**config.mk**
```make
export PLATFORM = sky130hd
export DESIGN_NAME = nibble_serial_alu
export DESIGN_NICKNAME = d
export VERILOG_FILES = /design/src/rtl/alu_pkg.sv /design/src/rtl/nibble_alu.sv /design/src/rtl/nibble_serial_alu.sv
export SDC_FILE = /design/constraint.sdc
export NUM_CORES = 1
export LEC_CHECK = 0
export ABC_AREA = 0
export BUFFER_PORTS_ARGS = -buffer_cell sky130_fd_sc_hd__buf_2
export CAP_MARGIN = 20
export CORE_MARGIN = 1.5
export CORE_UTILIZATION = 30
export DETAILED_ROUTE_END_ITERATION = 16
export GPL_TIMING_DRIVEN = 0
export MAX_ROUTING_LAYER = met4
export PLACE_DENSITY = 0.48
export SYNTH_ARGS = -nofsm -noshare
export SYNTH_HDL_FRONTEND = slang
export SYNTH_SLANG_ARGS = --single-unit
```
**constraint.sdc**
```tcl
create_clock -name clk -period 3.8 [get_ports clk]
set_input_delay 0.19 -clock clk [delete_from_list [all_inputs] [get_ports clk]]
set_output_delay 0.19 -clock clk [all_outputs]
set_load 0.01 [all_outputs]
```
**src/rtl/alu_pkg.sv**
```systemverilog
// Shared types and sizing for the nibble-serial ALU responder.
// Slices are processed LSB first, so operation codes and sequencer states live here.
package alu_pkg;

  localparam int NIBBLE_W = 4;
  localparam int NIBBLES  = 8;

  typedef enum logic [2:0] {
    ADD,
    SUB,
    AND,
    OR,
    XOR,
    SLTU
  } AluCtrl;

  typedef enum logic [1:0] {
    IDLE,
    COUNT,
    DONE
  } AluSeqState;

endpackage

```
**src/rtl/nibble_alu.sv**
```systemverilog
// Combinational single-slice ALU: one NIBBLE_W-bit step of a wider operation.
module nibble_alu
  import alu_pkg::*;
#(
  parameter int W = NIBBLE_W
) (
  input  AluCtrl       op,
  input  logic [W-1:0] a,
  input  logic [W-1:0] b,
  input  logic         carry_in,
  output logic [W-1:0] y,
  output logic         carry_out
);

  logic [W-1:0] b_eff;
  logic [W:0]   sum;

  // Subtraction and unsigned compare share the inverted-operand adder chain.
  always_comb begin
    b_eff     = ((op == SUB) || (op == SLTU)) ? ~b : b;
    sum       = {1'b0, a} + {1'b0, b_eff} + {{W{1'b0}}, carry_in};
    y         = sum[W-1:0];
    carry_out = 1'b0;
    case (op)
      ADD, SUB, SLTU: begin
        y         = sum[W-1:0];
        carry_out = sum[W];
      end
      AND:     y = a & b;
      OR:      y = a | b;
      XOR:     y = a ^ b;
      default: y = sum[W-1:0];
    endcase
  end

endmodule

```
**src/rtl/nibble_serial_alu.sv**
```systemverilog
// Nibble-serial ALU responder: accepts a request, computes one slice per clock,
// then holds the result until the initiator drops its request.
module nibble_serial_alu
  import alu_pkg::*;
#(
  parameter int WIDTH    = 32,
  parameter int NIBBLE_W = alu_pkg::NIBBLE_W
) (
  input  logic             clk,
  input  logic             rst_n,
  input  AluCtrl           ctrl,
  input  logic [WIDTH-1:0] word1,
  input  logic [WIDTH-1:0] word2,
  input  logic             perm_to_count,
  output logic             busy,
  output logic [2:0]       curr_nibble_idx,
  output logic [WIDTH-1:0] result
);

  localparam int SLICES = WIDTH / NIBBLE_W;

  AluSeqState          state;
  AluCtrl              ctrl_q;
  logic [WIDTH-1:0]    w1_q;
  logic [WIDTH-1:0]    w2_q;
  logic                carry_q;
  logic [2:0]          idx;
  logic [NIBBLE_W-1:0] a_s;
  logic [NIBBLE_W-1:0] b_s;
  logic [NIBBLE_W-1:0] y_s;
  logic                c_out;

  assign a_s = w1_q[idx*NIBBLE_W +: NIBBLE_W];
  assign b_s = w2_q[idx*NIBBLE_W +: NIBBLE_W];

  nibble_alu #(.W(NIBBLE_W)) u_slice (
    .op        (ctrl_q),
    .a         (a_s),
    .b         (b_s),
    .carry_in  (carry_q),
    .y         (y_s),
    .carry_out (c_out)
  );

  assign busy            = (state == COUNT);
  assign curr_nibble_idx = idx;

  // SLTU slices are only needed for their carry, so result is left untouched
  // until the final borrow is known.
  always_ff @(posedge clk) begin
    if (!rst_n) begin
      state   <= IDLE;
      ctrl_q  <= ADD;
      w1_q    <= '0;
      w2_q    <= '0;
      carry_q <= 1'b0;
      idx     <= 3'd0;
      result  <= '0;
    end else begin
      case (state)
        IDLE: begin
          if (perm_to_count) begin
            ctrl_q  <= ctrl;
            w1_q    <= word1;
            w2_q    <= word2;
            idx     <= 3'd0;
            carry_q <= (ctrl == SUB) || (ctrl == SLTU);
            state   <= COUNT;
          end
        end
        COUNT: begin
          carry_q <= c_out;
          if (ctrl_q != SLTU) begin
            result[idx*NIBBLE_W +: NIBBLE_W] <= y_s;
          end
          if (idx == 3'(SLICES - 1)) begin
            if (ctrl_q == SLTU) begin
              result <= {{(WIDTH-1){1'b0}}, ~c_out};
            end
            idx   <= 3'd0;
            state <= DONE;
          end else begin
            idx <= idx + 3'd1;
          end
        end
        DONE: begin
          if (!perm_to_count) begin
            state <= IDLE;
          end
        end
        default: state <= IDLE;
      endcase
    end
  end

endmodule

```
## Word-level counts from Yosys, hierarchy flattened

Index checks and enable logic that the tools add are counted.

| cells by class | value |
|---|---|
| shift-type cells | 4 |
| $add $sub $neg | 4 |
| reductions and logical operators | 9 |
| muxes and demuxes | 16 |
| equal/unequal tests | 14 |
| bitwise gates (word level) | 5 |

Operators by type and width:

| kind | number |
|---|---|
| 2-to-1 mux 32 bit | 3 |
| variable part select 32 x 6 -> 4 bit | 2 |
| negator 5 -> 34 bit | 1 |
| variable shift 4 x 34 -> 32 bit (first input constant) | 1 |
| variable part select 4 x 34 -> 32 bit | 1 |
| bitwise mux 32 bit | 1 |
| equality test 3 bit (second input constant) | 4 |
| case mux 4 bit (3 select lines) | 1 |
| equality test 3 x 1 -> 1 bit (second input constant) | 2 |
| equality test 3 x 2 -> 1 bit (second input constant) | 2 |
| 2-to-1 mux 2 bit | 3 |
| 2-to-1 mux 3 bit | 2 |
| case mux 2 bit (3 select lines) | 1 |
| case mux 3 bit (2 select lines) | 1 |
| adder 4 x 4 -> 5 bit | 1 |
| adder 5 x 1 -> 5 bit | 1 |
| AND 4 bit | 1 |
| 2-to-1 mux 4 bit | 1 |
| != test 2 bit (second input constant) | 2 |
| inverter 4 bit | 1 |
| bitwise OR 4 bit | 1 |
| AND reduction 2 bit | 2 |
| bitwise XOR 4 bit | 1 |
| adder 3 x 1 -> 3 bit (second input constant) | 1 |
| other kinds (13) | 15 |

| word-level totals | value |
|---|---|
| output and inout port bits | 36 |
| word-level logic and storage cells | 59 |
| bits of input ports | 70 |
| register bits | 105 |

## Logic depth before layout (Yosys ltp)

Gate-level depths: netlist of the first run.

| depth | value |
|---|---|
| word-level depth | 11 |
| mapped depth | 13 |
| mapped depth without buffers | 11 |

## Modules after synthesis

From an unflattened synthesis of the first run, not the netlist that was laid out.

| unflattened totals | value |
|---|---|
| cells, all modules | 594 |
| area total of the unflattened synthesis | 5004.8 sq um |

Modules (own cells, without submodules):

| module | cells an instance | times used | area an instance (sq um) | sequential area each (sq um) |
|---|---|---|---|---|
| nibble_serial_alu | 528 | 1 | 4518.1 | 2102.0 |
| nibble_alu | 66 | 1 | 486.7 | 0.0 |

## Worst setup path after synthesis of the first run

OpenSTA, ideal clock, no wires.

| timing path | value |
|---|---|
| path type | reg2reg |
| start point | reg idx[0] (netlist: curr_nibble_idx[0]) |
| end point | reg result[14] |
| cell stages (with the launch flop) | 14 |
| slack | 4 ps |
| buffers on the path | 2 |
| clock period less this slack | 3796 ps |
| required time | 3730 ps |
| arrival | 3725 ps |
| setup time | 70 ps |
| cells stage by stage | dfxtp_1 > clkbuf_1 > buf_2 > mux4_2 > mux2i_1 > xor2_1 > fa_1 > inv_1 > fa_1 > xor2_1 > nor3_1 > a211o_1 > or4_1 > a21oi_1 |

| between the ends | value |
|---|---|
| longest elaborated chain between the ends | 11 |
| elaborated cells on any way between the ends | 18 |
| classes of those cells | add/sub: 3; eq/ne: 1; shift: 4; mux: 6; bitwise: 4 |

RTL lines:

| what | line | source |
|---|---|---|
| from (decl) | nibble_serial_alu.sv:27 | `logic [2:0] idx;` |
| from (signal assigned) | nibble_serial_alu.sv:83 | `idx <= idx + 3'd1;` |
| variable part select 32 x 6 -> 4 bit | nibble_serial_alu.sv:34 | `assign b_s = w2_q[idx*NIBBLE_W +: NIBBLE_W];` |
| inverter 4 bit | nibble_alu.sv:20 | `b_eff = ((op == SUB) \|\| (op == SLTU)) ? ~b : b;` |
| 2-to-1 mux 4 bit | nibble_alu.sv:20 |  |
| adder 4 x 4 -> 5 bit | nibble_alu.sv:21 | `sum = {1'b0, a} + {1'b0, b_eff} + {{W{1'b0}}, carry_in};` |
| adder 5 x 1 -> 5 bit | nibble_alu.sv:21 |  |
| case mux 4 bit (3 select lines) | nibble_alu.sv:24 | `case (op)` |
| variable part select 4 x 34 -> 32 bit | nibble_serial_alu.sv:74 | `result[idx*NIBBLE_W +: NIBBLE_W] <= y_s;` |
| bitwise mux 32 bit | nibble_serial_alu.sv:74 |  |
| 2-to-1 mux 32 bit | nibble_serial_alu.sv:73 | `if (ctrl_q != SLTU) begin` |
| 2-to-1 mux 32 bit | nibble_serial_alu.sv:77 | `if (ctrl_q == SLTU) begin` |
| 2-to-1 mux 32 bit (*) | nibble_serial_alu.sv:76 | `if (idx == 3'(SLICES - 1)) begin` |
| to (signal, indexed assignment) | nibble_serial_alu.sv:74 |  |
| to (signal assigned) | nibble_serial_alu.sv:78 | `result <= {{(WIDTH-1){1'b0}}, ~c_out};` |
| to (decl) | nibble_serial_alu.sv:17 | `output logic [WIDTH-1:0] result` |

Mark *: on every way between the ends. The rest lies on a longest branch, timed or not.
A chain may end at the register's enable or synchronous reset.

## Final worst setup path of the first run

Ends and elaborated chain as after synthesis.

==> metrics.md, run 1 <==
| Metric | Value |
|---|---|
| Setup WS post-layout | `0.246 ns` |
| Fmax | `approximately 0.28 GHz` |
| Die height | `approximately 130 um` |
| Crit path kind | `flop to flop` |
| Area of all placed cells without fillers | `6140 um2` |
| # IOs | `around 110` |
| Worst-Margin Slew | `between 1 and 1.5 ns` |
| CP required | `around 4 ns` |
| Clock skew | `around 0.0089 ns` |
| Area leader, netlist | `dfxtp_1` |
| First-pass GRT wire length | `roughly 22000 um` |
| Tmin final | `3.55 ns` |
| Commonest register cell after synthesis | `dfxtp_1` |
| Wire length per cell | `~15 um` |
| Async set-or-reset flop fraction in the synthesized netlist | `0%` |
| Synthesized instance count | `between 500 and 600` |
| CP dominant cell by count | `fa_2` |
| Slew Viols, Final | `0` |
| CTS tree | `done` |
| Placed cell areas | `~5700 um2` |
| # hold bufs at CTS | `0` |
| Post-placement cell count | `901` |
| Crit Path Max Fanout | `7` |
| GPL Wtd Cong | `0.853` |
| Worst path top cell family by delay | `multiplexers` |
| Cell Area, Synth | `4880 um2` |
| Setup TNS | `0 ns` |
| Area Growth Syn to Fin | `25.8%` |
| Slew HR | `29.2%` |
| Total of max-cap violations | `0` |
| Syn nets | `roughly 670` |
| Largest net degree at the start of global routing | `18` |
| Initial DRC count | `237` |
| Final Setup Violations | `0` |
| Final Hold Viols | `0` |
| HP Class | `input pin to flop` |
| Yosys warns | `0` |
| Synth top area cells | `dfxtp_1 (43%), nand2_1 (13%), a21oi_1 (8.4%), mux4_2 (7.4%), ha_1 (4.9%)` |
| #FFs+latches synth | `105` |
| Layout Nets | `796` |
| Worst path bufs/invs | `3` |
| Chip Width | `between 100 and 150 um` |
| Critical-path cell list | `buf_6 > buf_12 > mux4_2 > mux2i_4 > xor2_2 > fa_2 > inv_1 > fa_2 > xor2_1 > nor3_1 > a211o_2 > or4_1 > a21oi_1` |
| Pleak | `around 2.6 nW` |
| DRC Markers | `0` |
| H-tree levels | `3` |
| Die ar. | `around 17000 um2` |
| Worst-skew pair later-pin latency | `around 0.36 ns` |
| Hpwl dp | `~11000 um` |
| Antenna violations before repair | `0` |
| Antenna cells | `0` |
| Worst path max stage delay | `approximately 0.54 ns` |
| CTS Buf Count | `9` |
| Non-filler cells, final | `926` |
| FP Rows | `46` |
| Initial Util | `between 30 and 40%` |
| Avg Inst Size Synth | `8.40 um2` |
| Slowest CP cell | `mux4_2` |
| CP Capture Type | `flop` |
| Pwr Total | `about 2.6 mW` |
| Top cells by count, synth | `nand2_1 (168), dfxtp_1 (105), a21oi_1 (82), clkbuf_1 (28), ha_1 (19)` |
| Input/output buffers | `104` |
| RSZ-0062 raised after global routing | `false` |
| Core Region | `15900 um2` |
| Number of global-route vias before repair | `around 4400` |
| Status | `completed` |
| Max Buffers Root-to-Sink | `2` |
| Final antenna-violating net count | `0` |
| Number of distinct library cells after synthesis | `between 50 and 60` |
| Top cell type's share of synthesized area | `43.1%` |
| CTS Sinks | `105` |
| Clock Tree Root | `clkbuf_16` |
| Count leader, synth | `nand2_1` |
| Reg clk slew, reported paths | `approximately 0.08 ns` |
| GR Overflow Total | `0` |
| Startpoint Class | `flop` |
| Vias per cell | `4.85` |
| Worst vdd ir | `approximately 0.35 mV` |
| Vias | `4488` |
| Total routed wirelength | `approximately 14000 um` |
| DRT Pass-1 Iters | `5` |
| Layout cell share with drive strength beyond 1 | `between 20% and 30%` |
| Power Density | `around 430 nW/um2` |
| Fillers | `around 1700` |
| CP arrival | `~3.8 ns` |
| DP Worst Slack | `-0.811 ns` |
| EDFF count, synth | `0` |
| Period utilization | `around 94%` |
| GRT Total Usage | `17.9%` |
| Register area share after synthesis | `~43%` |
==> state kept, by name (all words and copies together) (netlist names) <==
| name | cells |
|---|---|
| carry_q | 1 |
| ctrl_q | 3 |
| curr_nibble_idx | 3 |
| result | 32 |
| state | 2 |
| w1_q | 32 |
| w2_q | 32 |
==> cells by family (layout without fill, tap and decap cells) <==
| logic type | after synthesis | in the layout | share of synthesized area, % |
|---|---|---|---|
| buffers and inverters | 58 | 187 | 4.64 |
| flip-flops | 105 | 105 | 43.1 |
| AO/OA/AOI/OAI | 128 | 128 | 14.9 |
| adder cells (fa/ha/maj) | 21 | 21 | 5.69 |
| multiplexers | 22 | 22 | 8.61 |
| AND/OR/NAND/NOR | 242 | 242 | 22.2 |
| XOR/XNOR | 5 | 5 | 0.897 |
==> where the power goes <==
part           internal, mW  switching (mW)  total (mW)
logic                 0.179           0.256       0.435
clock network         0.582           0.437        1.02
registers              1.15          0.0293        1.18
total                  1.91           0.722        2.63
==> worst register-to-register path: cells and delay by family (launching register included) <==
kind                     cells  cell delay (ns)
buffers and inverters        3             0.35
flip-flops                   1             0.39
AO/OA/AOI/OAI                2             0.44
multiplexers                 2             0.77
adder cells (fa/ha/maj)      2             0.59
XOR/XNOR                     2             0.36
AND/OR/NAND/NOR              2             0.58
==> path summary, 6_finish.rpt <==
path,from,endpoint,slack [ns],cells after the start
max,curr_nibble_idx[0],result[14],0.25,13
min,word1[22],w1_q[22],0.06,3
max reg2reg,curr_nibble_idx[0],result[14],0.25,13
min reg2reg,result[15],result[15],0.45,2
==> through the flow <==
step / utilization [%] / hold slack [ns]
floorplan: - / 0.326
global placement: 35.7 / 0.433
detailed placement: 35.7 / 0.438
CTS: 38.0 / 0.0516
global route: 38.7 / 0.0623
finish: 38.7 / 0.0613
==> layout by cell type (no fill, tap or decap), types with 7 or more instances in the layout <==
master and n:
clkbuf_1 26, a21oi_1 82, nand2_1 168, a22o_1 8
clkbuf_16 9, nor2_1 15, buf_2 108, ha_1 19
dfxtp_1 103, nand3_1 9, o22ai_1 7, inv_1 18
buf_4 10, mux4_2 16, o21ai_0 12
==> area by class of cell <==
type                    instances  area [um2]  area share [%]
clock buffers                  10         229            3.73
flip-flops and latches        105        2110            34.3
multi-input cells             418        2590            42.1
repair buffers                113         601            9.78
clock inverters                 6        90.1            1.47
plain buffers                  37         180            2.93
well taps                     216         270            4.40
inverters                      21        78.8            1.28
==> per-layer routing <==
metal / track usage [%] / vias up / wire length, um
met5: - / - / 0
li1: - / 2236 / -
met1: 22.2 / 2112 / 6670
met3: 3.50 / 15 / 687
met4: 5.69 / 0 / 198
met2: 29.3 / 125 / 6530
==> timing repair <==
action	4_1_cts	5_1_grt
gates resized for setup	14	14
pin swaps	1	2
endpoints found under the setup margin	33	14
setup buffers	1	8
(Power assumes the default switching activity.)
==> inputs of run 2 (changes only) <==
Settings changed: CORE_UTILIZATION 30 to 49, PLACE_DENSITY 0.48 to 0.73.
==> run 2 against run 1 <==
Die area decreased by 38%. Total power shrank 8.6%. Clock skew is 0.0056 ns higher. Critical path depth did not move. Largest power group unchanged. Hold slack got worse by 0.020 ns. Register-to-register slack worse by 0.09 ns. Via count up 1.0%. Global-route usage up 8.1 points. Non-clock buffer count is 8 lower. Count of clock-buffer cells in the layout stayed put. Final area decreased by 4.5%.
==> metrics.md, run 2 (synthesis results as in run 1) <==
| Metric | Value |
|---|---|
| Status | `completed (unchanged)` |
| Worst path top cell family by delay | `multiplexers (unchanged)` |
| Final core occ | `60.3% (was 38.7%)` |
| Non-filler cells, final | `834 (was 926)` |
| Hpwl dp | `9420 um (was 10800 um)` |
| Clock Tree Root | `clkbuf_8 (was clkbuf_16)` |
| Wire length per cell | `15.1 um (was 15.2 um)` |
| Worst path bufs/invs | `3 (unchanged)` |
| Fillers | `939 (was 1713)` |
| Crit Path Max Fanout | `10 (was 7)` |
| Vias | `4535 (was 4488)` |
| GR Overflow Total | `0 (unchanged)` |
| Tmin final | `3.65 ns (was 3.55 ns)` |
| Vias per cell | `5.44 (was 4.85)` |
| Chip Width | `103 um (was 131 um)` |
| Input/output buffers | `104 (unchanged)` |
| Top flop regs | `result (32), w1_q (32), w2_q (32) (unchanged)` |
| Fmax | `0.274 GHz (was 0.281 GHz)` |
| Crit path kind | `flop to flop (unchanged)` |
| Die ar. | `10600 um2 (was 17000 um2)` |
| Worst path max stage delay | `0.55 ns (was 0.54 ns)` |
| Slew Viols, Final | `0 (unchanged)` |
| Pwr Total | `2.41 mW (was 2.63 mW)` |
| CTS Buf Count | `9 (unchanged)` |
| Max Buffers Root-to-Sink | `2 (unchanged)` |
| Number of global-route vias before repair | `4317 (was 4358)` |
| H-tree levels | `3 (unchanged)` |
| CP Capture Type | `flop (unchanged)` |
| RSZ-0062 raised after global routing | `false (unchanged)` |
| Most common cell after layout, fill and taps aside | `nand2_1 (unchanged)` |
| Worst-Margin Slew | `0.819 ns (was 1.06 ns)` |
| Initial DRC count | `203 (was 237)` |
| Slew HR | `45.3% (was 29.2%)` |
| Layout cell share with drive strength beyond 1 | `22.3% (was 23.8%)` |
| Critical-path cell list | `buf_6 > buf_12 > mux4_2 > mux2i_4 > xor2_1 > fa_2 > inv_1 > fa_1 > xor2_1 > nor3_1 > a211o_1 > or4_1 > a21oi_1 (was buf_6 > buf_12 > mux4_2 > mux2i_4 > xor2_2 > fa_2 > inv_1 > fa_2 > xor2_1 > nor3_1 > a211o_2 > or4_1 > a21oi_1)` |
| Most frequent cells in the layout | `nand2_1 (168), buf_2 (108), dfxtp_1 (103) (unchanged)` |
| Area Growth Syn to Fin | `20.1% (was 25.8%)` |
| Power Density | `411 nW/um2 (was 429 nW/um2)` |
| Clock skew | `0.0144 ns (was 0.00886 ns)` |
| Antenna violations before repair | `0 (unchanged)` |
| GRT Total Usage | `25.9% (was 17.9%)` |
| Startpoint Class | `flop (unchanged)` |
| Core Region | `9730 um2 (was 15900 um2)` |
| Slowest CP cell | `mux4_2 (unchanged)` |
| Period utilization | `96.0% (was 93.5%)` |
| Initial Util | `50.2% (was 30.7%)` |
| DRC Markers | `0 (unchanged)` |
| Total routed wirelength | `12600 um (was 14100 um)` |
| Final Hold Viols | `0 (unchanged)` |
| CP dominant cell by count | `xor2_1 (was fa_2)` |
| # IOs | `106 (unchanged)` |
| Final Setup Violations | `0 (unchanged)` |
| Antenna cells | `0 (unchanged)` |
| Post-placement cell count | `818 (was 901)` |
| CTS tree | `done (unchanged)` |
| HP Class | `input pin to flop (unchanged)` |
| CP required | `4.10 ns (was 4.08 ns)` |
| First-pass GRT wire length | `20400 um (was 22500 um)` |
| Final antenna-violating net count | `0 (unchanged)` |
| CTS Sinks | `105 (unchanged)` |
| FP Rows | `36 (was 46)` |
| Die height | `103 um (was 131 um)` |
| Largest net degree at the start of global routing | `17 (was 18)` |
| Pleak | `2.51 nW (was 2.59 nW)` |
| Worst-skew pair later-pin latency | `0.38 ns (was 0.36 ns)` |
| Worst vdd ir | `0.247 mV (was 0.350 mV)` |
| DRT Pass-1 Iters | `6 (was 5)` |
| CP arrival | `3.95 ns (was 3.84 ns)` |
| Layout Nets | `788 (was 796)` |
| Total of max-cap violations | `0 (unchanged)` |
| Reg clk slew, reported paths | `0.10 ns (was 0.08 ns)` |
| GPL Wtd Cong | `0.908 (was 0.853)` |
## run 2: cell count changes in the layout (fill, tap and decap cells not counted), sizes merged
| cell | change |
|---|---|
| buf | -10 |
| clkbuf | +2 |
| bufinv | +1 |
| clkinvlp | -1 |
| inv | -1 |
## run 2: power breakdown
group          internal (mW)  total, mW  switching (mW)
sequential              1.15       1.18          0.0291
clock                  0.436      0.814           0.378
combinational          0.167      0.415           0.247
total                   1.75       2.41           0.655
## run 2: routing by layer
metal	vias up	GRT usage (%)	wire length, um
li1	2225	-	-
met1	2103	31.0	5450
met2	179	44.0	6120
met3	28	4.61	802
met4	0	9.36	258
met5	-	-	0
## run 2: repair_timing
action / CTS / global route
endpoints found under the setup margin: 33 / 12
pin swaps: 1 / 0
resized for setup: 10 / 12
gates cloned: 0 / 0
hold buffers: 0 / 0
buffers inserted: 1 / 0
## run 2: stage by stage
stage                     worst slack [ns]  setup TNS, ns  instance area, um2  hold slack [ns]
final                                0.153              0                5860           0.0416
after global routing                0.0215              0                5860           0.0337
after CTS                          0.00190              0                5830           0.0329
after detailed placement            -0.568          -9.85                5570            0.439
after global placement              -0.534          -7.52                5570            0.432
after floorplan                    0.00415              0                4880            0.326
## run 2: worst min-delay path: stages
cell and delay (ns):
buf_2 0.09, nand2_1 0.04, a21oi_1 0.05
## run 2: final cells by class
class	instances	area (um2)	share of cell area (%)
tap	133	166	2.84
clock buffer	10	128	2.18
multi-input combinational	418	2570	43.9
clock inverter	5	104	1.77
sequential	105	2100	35.9
timing repair buffer	105	528	9.01
buffer	37	180	3.07
inverter	21	78.8	1.34
## run 2: path summary, 6_finish.rpt
check                     start  slack (ns)  depth (start not counted)         end
max          curr_nibble_idx[0]        0.15                         13  result[14]
min                   word2[21]        0.04                          3    w2_q[21]
max reg2reg  curr_nibble_idx[0]        0.15                         13  result[14]
min reg2reg          result[11]        0.45                          2  result[11]
